### config.mk
export PLATFORM = sky130hd
export DESIGN_NAME = ram_n
export DESIGN_NICKNAME = d
export VERILOG_FILES = /design/src/rtl/ram_n.sv
export SDC_FILE = /design/constraint.sdc
export NUM_CORES = 1
export LEC_CHECK = 0
export CORE_MARGIN = 2
export CORE_UTILIZATION = 35
export CTS_CLUSTER_DIAMETER = 50
export DETAILED_ROUTE_END_ITERATION = 7
export GPL_ROUTABILITY_DRIVEN = 0
export PLACE_DENSITY = 0.57
export RECOVER_POWER = 25
export REMOVE_ABC_BUFFERS = 1
export SETUP_SLACK_MARGIN = 0.15
export SLEW_MARGIN = 10
export SYNTH_ARGS = -nofsm -noshare
export SYNTH_HDL_FRONTEND = slang
export SYNTH_SLANG_ARGS = --single-unit
### constraint.sdc
create_clock -name clk -period 2.1 [get_ports clk]
set_clock_uncertainty 0.15 [all_clocks]
set_input_delay 0.21 -clock clk [delete_from_list [all_inputs] [get_ports clk]]
set_output_delay 0.21 -clock clk [all_outputs]
set_load 0.03 [all_outputs]
### src/rtl/ram_n.sv
// Parametrised single-port RAM with a hardware clear sweep after reset.
// Read path is either combinational or a write-first output register.
module ram_n #(
  parameter int WIDTH   = 16,
  parameter int DEPTH   = 8,
  parameter int REG_OUT = 0,
  localparam int ADDR_W = $clog2(DEPTH)
) (
  input  logic              clk,
  input  logic              rst,
  input  logic [WIDTH-1:0]  in,
  input  logic [ADDR_W-1:0] addr,
  input  logic              ld,
  output logic [WIDTH-1:0]  out,
  output logic              busy
);

  typedef enum logic {
    CLEAR = 1'b0,
    IDLE  = 1'b1
  } state_t;

  localparam logic [ADDR_W-1:0] LAST = ADDR_W'(DEPTH - 1);

  state_t            state, state_next;
  logic [ADDR_W-1:0] ptr, ptr_next;
  logic              busy_next;
  logic              clr_we, wr_we;
  logic [WIDTH-1:0]  mem [DEPTH];

  always_comb begin
    state_next = state;
    ptr_next   = ptr;
    busy_next  = busy;
    clr_we     = 1'b0;
    wr_we      = 1'b0;
    case (state)
      CLEAR: begin
        clr_we   = 1'b1;
        ptr_next = ptr + ADDR_W'(1);
        if (ptr == LAST) begin
          state_next = IDLE;
          busy_next  = 1'b0;
        end
      end
      IDLE:    wr_we = ld;
      default: ;
    endcase
  end

  always_ff @(posedge clk) begin
    if (rst) begin
      state <= CLEAR;
      ptr   <= '0;
      busy  <= 1'b1;
    end else begin
      state <= state_next;
      ptr   <= ptr_next;
      busy  <= busy_next;
    end
  end

  // The reset edge itself never writes; user writes are dropped while clearing.
  always_ff @(posedge clk) begin
    if (!rst) begin
      if (clr_we) begin
        mem[ptr] <= '0;
      end else if (wr_we) begin
        mem[addr] <= in;
      end
    end
  end

  if (REG_OUT != 0) begin : g_reg_out
    logic [WIDTH-1:0] rd_p1;

    // Read register: held at zero through the sweep, write-first once idle.
    always_ff @(posedge clk) begin
      if (rst || state == CLEAR) begin
        rd_p1 <= '0;
      end else begin
        rd_p1 <= ld ? in : mem[addr];
      end
    end

    assign out = rd_p1;
  end else begin : g_comb_out
    assign out = (state == CLEAR) ? '0 : mem[addr];
  end

endmodule

# == After elaboration in Yosys (flattened, before gate mapping) ==
# Memories as Yosys holds them, arrays and structs flattened.
# Index checks and enable logic that the tools add are counted.
# Widths: inputs -> output; s select.
# totals
register_bits,5
ramBits,128
word_cells,23
n_memories,1
# mem_list
memory,words,width,rd,rd_ports_with_merged_regs,write_ports,line_no,rtl
mem,8,16,1,0,1,29,logic [WIDTH-1:0] mem [DEPTH];
# classes
add_sub_neg,1
eq_ne,1
muxes,14
bitwise_logic,1
reduce_logical,2
# op_table
operator,n
$mux 16,2
$reduce_or 16->1,1
$mux 1,11
$add 3x1->3 const B,1
$eq 3x3->1 const B,1
$mux 3,1
$reduce_and 2->1,1
$not 1->1,1

# == Logic depth before layout (Yosys ltp) ==
# Gate-level depths: netlist of run 1.
# depth
word_depth,7
depth_mapped,6
depth_no_buf,4

# == Worst setup path before layout of run 1 ==
# Ideal clock, no wire load.
# synth_path
path_type,in2reg
start,in rst
end,mem mem[6][0] (enable)
arrival_ns,1.741
required_ns,1.560
setup_slack_ns,-0.182
cell_stages,5
cell_sequence,buf_2 > and3b_1 > buf_2 > mux2i_1 > nor2b_1
# synth_via
elab_chain_cells,4
word_cells_on_any_way,7
cone_classes,mux: 6; reduce/logical: 1
# synth_rtl
item,line_no,rtl
"start, declared",10,"input logic rst,"
$mux 1,65,if (!rst) begin
$mux 1 (implied by the code),69,mem[addr] <= in;
$reduce_or 16->1 (no source line),-,
$mux 3 (no source line) or $mux 1 (tied branches),-,
"end, declared",29,
# Parallel ways exist; a longest one is shown, timed or not.

# == Final worst setup path of run 1 ==
# layout_path
start,mem mem[1][12]
end,out out[12]
# layout_via
elab_chain_cells,2
# layout_rtl
item,line_no,rtl
$mem_v2 8x16,-,
$mux 16,88,assign out = (state == CLEAR) ? '0 : mem[addr];
"end, declared",14,"output logic [WIDTH-1:0] out,"
# No other way between the ends.

==> results of run 1 <==
[power groups by stage]
stage                     Sequential, mW  Clock (mW)  Combinational [mW]
after detailed placement            3.01           0               0.352
after global routing                2.96        2.75               0.404
final                               2.96        2.58               0.376
after floorplan                     3.01           0               0.148
after global placement              3.01           0               0.348
after CTS                           2.96        2.62               0.372
[cells in the final DEF (no fill, tap or decap), drive strengths merged]
cell type,instances
edfxtp,128
a221oi,16
clkbuf,28
dlygate4sd2,1
nor2b,6
dfxtp,5
clkdlybuf4s50,19
mux4,16
nand3b,1
buf,61
mux2i,22
nand2b,3
bufbuf,1
inv,16
nand2,3
a21oi,1
ha,2
mux2,16
bufinv,1
clkinv,5
and2,16
or2,1
a21o,3
nand3,1
and3b,1
nor2,13
o21ai,16
clkinvlp,1
[flip-flops by register name (all words and copies together) (netlist names)]
signal	cells
mem	128
ptr	3
busy	1
state	1
[worst max-delay path, cell delays in order, from the launching register on]
cell	delay, ps
edfxtp_1	370
mux4_2	470
inv_2	70
a221oi_2	60
buf_4	170
buf_12	130
[worst max-delay path by stage]
stage	startpoint	end	slack, ps	cells past startpoint
4_1_cts	mem[1][12]	out[12]	40	5
6_report	mem[1][12]	out[12]	60	5
3_3_place_gp	addr[1]	out[12]	-200	8
2_1_floorplan	state	mem[6][0]	-590	3
5_1_grt	state	mem[3][12]	4	5
3_5_place_dp	addr[1]	out[2]	-180	6
[final cells by class]
cell class	instances	area, sq um	area share, %
flip-flops and latches	133	3950	56.3
multi-input cells	137	1390	19.8
repair buffers	87	840	12.0
clock buffers	23	448	6.39
well taps	211	264	3.77
inverters	16	60.1	0.857
clock inverters	7	58.8	0.839
[metal layers]
metal,routed length [um],part of all wire (%),track usage (%),vias to the layer above
met5,0,0,0,-
met4,182,1.5,5.05,0
met3,559,4.7,4.42,12
met2,5620,47,23.6,66
met1,5640,47,21.3,1517
li1,-,-,-,1371
[through the flow]
stage | cell area [sq um] | worst slack [ps]
2_1_floorplan | 5380 | -590
3_3_place_gp | 6420 | -197
3_5_place_dp | 6420 | -178
4_1_cts | 7010 | 36.8
5_1_grt | 7010 | 4.02
6_report | 7010 | 63.8
[kinds of logic after synthesis]
family	after synthesis	share of synthesized area, %
fa+ha+maj	2	0.455
buf+inv	33	3.21
simple gates	45	4.48
flops	133	71.7
compound gates	36	6.10
mux	54	14.0
[timing repair]
action                     in CTS  in global routing
pin swaps                       1                  1
cloned                          2                  0
setup buffers                   2                  0
gates resized for setup        21                 19
setup endpoints to repair      37                 88
==> impl_metrics.ini, run 1 <==
[floorplan]
fp.dieH_um = 129
die_area_sq_um = 16700
die_x_um = 129
start_util_pct = 36.0
ioPinCount = 39
coreArea_sq_um = 15300
rows = 45

[global_route]
grt_pass1_vias = 3165
grt-ovfl-total = 0
grt_max_degree = 29
grt_use_total_pct = 15.4
grt_first_pass_wirelength_mm = 18.4
antenna_found_initial = 0

[setup_path]
critPathKind = reg2out
cp.required_ps = 1740
critPathLaunchType = flop
r2r_setup_slack_ps = 130
r2r-start = state
crit_arrival_ps = 1680
reg2regPathDepth = 5
critPathMaxFanout = 1
cp-end-kind = output pin
r2r_end = mem[3][12]

[timing]
fin_setup_tns_ps = 0
timing.final.crit_share_pct = 97.0
setup_viol = 0
fin_hold_ws_ps = 305
rsz0062_at_grt = true
tightest_slew_ps = 441
min_period_ps = 2040
maxSlewViolCount = 0
hold_viol = 0
max_freq_mhz = 491
relSlewSlack_pct = 70.6

[final_layout]
num-fill-cells = 1346
instances_no_fill = 614
drive_above_1_share_pct = 38.0
fin_util_pct = 45.9
syn_to_final_growth_pct = 27.4
layout.nets = 416
n_antenna_cell = 0

[synth]
netlist_area_sq_um = 5500
synth_common_cells = 128 x edfxtp_1, 22 x mux2i_1
ys_seq_elements = 133
synth_ff_type = edfxtp_1
synth-async-reset-ratio_pct = 0
synth_cells = 303
ys_seq_area_share_pct = 71.7
synth.distinct_cells = 27
synth_edf_count = 128
synth.most_common_cell = edfxtp_1
synth_area_leaders = edfxtp_1 70%, mux4_2 5.3%, mux2i_1 4.0%
yosysWarnings = 0
synth_top_area_share_pct = 69.9
yosysTopAreaCell = edfxtp_1
syn_area_per_cell_sq_um = 18.1

[drt]
viasPerCell = 4.83
wl_mm = 12.0
first_pass_iters = 5
vias = 2966
drt-initial-drc-count = 226
drc_errors = 0
wl_per_cell_um = 19.6
antenna_left = 0

[hold_path]
hp-start = busy
whs_endpoint = busy
whs_path_depth = 1
hold_class = reg2reg

[power_and_ir_drop]
finalPower_mw = 5.91
pwr_density_cell_nw_per_um2 = 844
sw_frac_of_total_pct = 20.2
p_leak_nw = 2.56
max-vdd-ir-drop_mv = 0.827
p_comb_share_pct = 6.4
p_seq_share_pct = 50.1
switching_power_mw = 1.20
clockPowerShare_pct = 43.6
p_int_mw = 4.72

[placed_design]
dpl.cell_count = 580
portBuffers = 38
hpwl_mm = 7.58

[clocking]
htreeDepth = 4
clk_latency_ps = 410
cts.sinks = 133
clkTransAtPathRegs_ps = 50
root_buffer = clkbuf_16
cts_buffers = 17
tritoncts = yes
cts_hold_buf = 0
clock_path_buffers = 2

[outcome]
outcome = finished, final reports clean

[run]
maxCapViolCount = 0
No activity file was read; power rests on OpenSTA's default activity.
==> inputs of run 2 (changes only) <==
==> constraint.sdc (replaced) <==
create_clock -name clk -period 2.1 [get_ports clk]
set_clock_uncertainty 0.15 [all_clocks]
set_input_delay 0.315 -clock clk [delete_from_list [all_inputs] [get_ports clk]]
set_output_delay 0.315 -clock clk [all_outputs]
set_load 0.03 [all_outputs]
==> run 2 against run 1 <==
The flow now finishes with violations (negative setup slack). Critical path depth is the same. Total power grew 10%. First-iteration DRC count shrank 15%. Clock power grew 23%. Critical path type unchanged. Critical endpoint unchanged.
==> impl_metrics.ini, run 2 (synthesis gave the netlist of run 1 again) <==
[outcome]
outcome = complete, but fails checks
violations = negative setup slack

[power_and_ir_drop]
finalPower_mw = 6.50
max-vdd-ir-drop_mv = 0.580
p_comb_share_pct = 5.9
pwr_density_cell_nw_per_um2 = 913
p_seq_share_pct = 45.5
p_leak_nw = 2.62
switching_power_mw = 1.29
clockPowerShare_pct = 48.7
sw_frac_of_total_pct = 19.8
p_int_mw = 5.22

[timing]
max_freq_mhz = 468
rsz0062_at_grt = true
tightest_slew_ps = 422
setup_viol = 1
maxSlewViolCount = 0
timing.final.crit_share_pct = 102
relSlewSlack_pct = 71.8
min_period_ps = 2140
fin_ws_ps = -38.8
hold_viol = 0

[setup_path]
critPathLaunchType = flop
path_cells = mux4_2 > inv_2 > a221oi_2 > buf_4 > buf_12
crit_arrival_ps = 1670
r2r_setup_slack_ps = 170
critPathKind = reg2out
r2r_end = mem[5][2]
critical_path_buf_inv_count = 3
cp_slowest_cell = mux4_2
reg2regPathDepth = 4
cp-end-kind = output pin
cp_num_cells = 5
cp-startpoint = mem[5][12]
cp_top_family = multiplexers
r2r-start = state
endpoint = out[12]
cp.required_ps = 1630
critPathMaxFanout = 1
max_stage_delay_ps = 480

[final_layout]
layout_common_cells = 128 x edfxtp_1, 51 x buf_4, 22 x mux2i_1
largest_register_ffs = 128
instances_no_fill = 616
layout_commonest_cell = edfxtp_1
regMostFlops = mem
reg_top3 = mem: 128 flops, ptr: 3 flops
layout.nets = 416
n_antenna_cell = 0
drive_above_1_share_pct = 39.5
syn_to_final_growth_pct = 29.5

[drt]
viasPerCell = 4.75
drt-initial-drc-count = 192
first_pass_iters = 5
antenna_left = 0
wl_mm = 11.8
drc_errors = 0
vias = 2923
wl_per_cell_um = 19.2

[floorplan]
die_area_sq_um = 16700
coreArea_sq_um = 15300
fp.dieH_um = 129
ioPinCount = 39
die_x_um = 129
start_util_pct = 36.0
rows = 45

[clocking]
htreeDepth = 4
root_buffer = clkbuf_16
cts_buffers = 17
cts_hold_buf = 0
tritoncts = yes
clk_latency_ps = 420
cts.sinks = 133
clock_path_buffers = 2
clkTransAtPathRegs_ps = 50

[global_route]
grt_use_total_pct = 15.7
grt_pass1_vias = 3170
antenna_found_initial = 0
grt_first_pass_wirelength_mm = 18.7
grt_max_degree = 25
grt-ovfl-total = 0

[run]
maxCapViolCount = 0

[placed_design]
portBuffers = 38
hpwl_mm = 7.78
dpl.cell_count = 582

[hold_path]
hold_class = reg2reg
hp-start = busy
## run 2: changes by cell type in the layout (fill, tap and decap cells not counted), moves of 2 or more
cell,before,now
buf_4,46,51
buf_6,4,2
bufinv_16,1,5
clkbuf_1,10,3
clkinv_1,3,1
clkinv_4,0,2
clkinvlp_4,1,3
inv_1,1,4
inv_2,15,12
nor2_1,9,11
nor2_2,3,1
## run 2: repair_timing
item,CTS,global route
gates cloned,1,0
gates resized for setup,29,8
endpoints found under the setup margin,44,33
setup buffers,0,1
## run 2: layout make-up
| cell class | instances | area (sq um) |
|---|---|---|
| multi-input combinational | 137 | 1400 |
| inverter | 16 | 60.1 |
| fill | 1329 | 8140 |
| clock buffer | 18 | 429 |
| clock inverter | 14 | 209 |
| tap | 211 | 264 |
| sequential | 133 | 3950 |
| timing repair buffer | 87 | 813 |
## run 2: per-layer routing
metal  share of wire, %  GRT usage [%]  vias up
met5                  0              0        -
met4                1.3           5.37        0
met3                5.9           4.42       16
met2                 47           24.1       78
met1                 46           21.6     1462
li1                   -              -     1367
## run 2: through the flow
step	util (%)	area, sq um	TNS (ps)	hold WS [ps]	setup slack, ps
2_1_floorplan	-	5380	-60530	234	-590
3_3_place_gp	42.2	6430	-37770	297	-403
3_5_place_dp	42.2	6430	-39230	301	-356
4_1_cts	46.7	7120	-73.5	319	-73.5
5_1_grt	46.7	7120	-194	360	-128
6_report	46.7	7120	-38.8	310	-38.8
## run 2: how the worst min path moves through the flow
stage                     endpoint  depth (start not counted)
after floorplan             ptr[0]                          1
after global placement        busy                          1
after detailed placement      busy                          1
after CTS                     busy                          1
after global routing          busy                          1
final                         busy                          1
## run 2: power groups by stage
stage	registers [mW]	clock network [mW]	logic, mW
floorplan	3.01	0	0.148
global placement	3.01	0	0.361
detailed placement	3.01	0	0.366
CTS	2.96	3.23	0.384
global route	2.96	3.34	0.411
finish	2.96	3.17	0.381
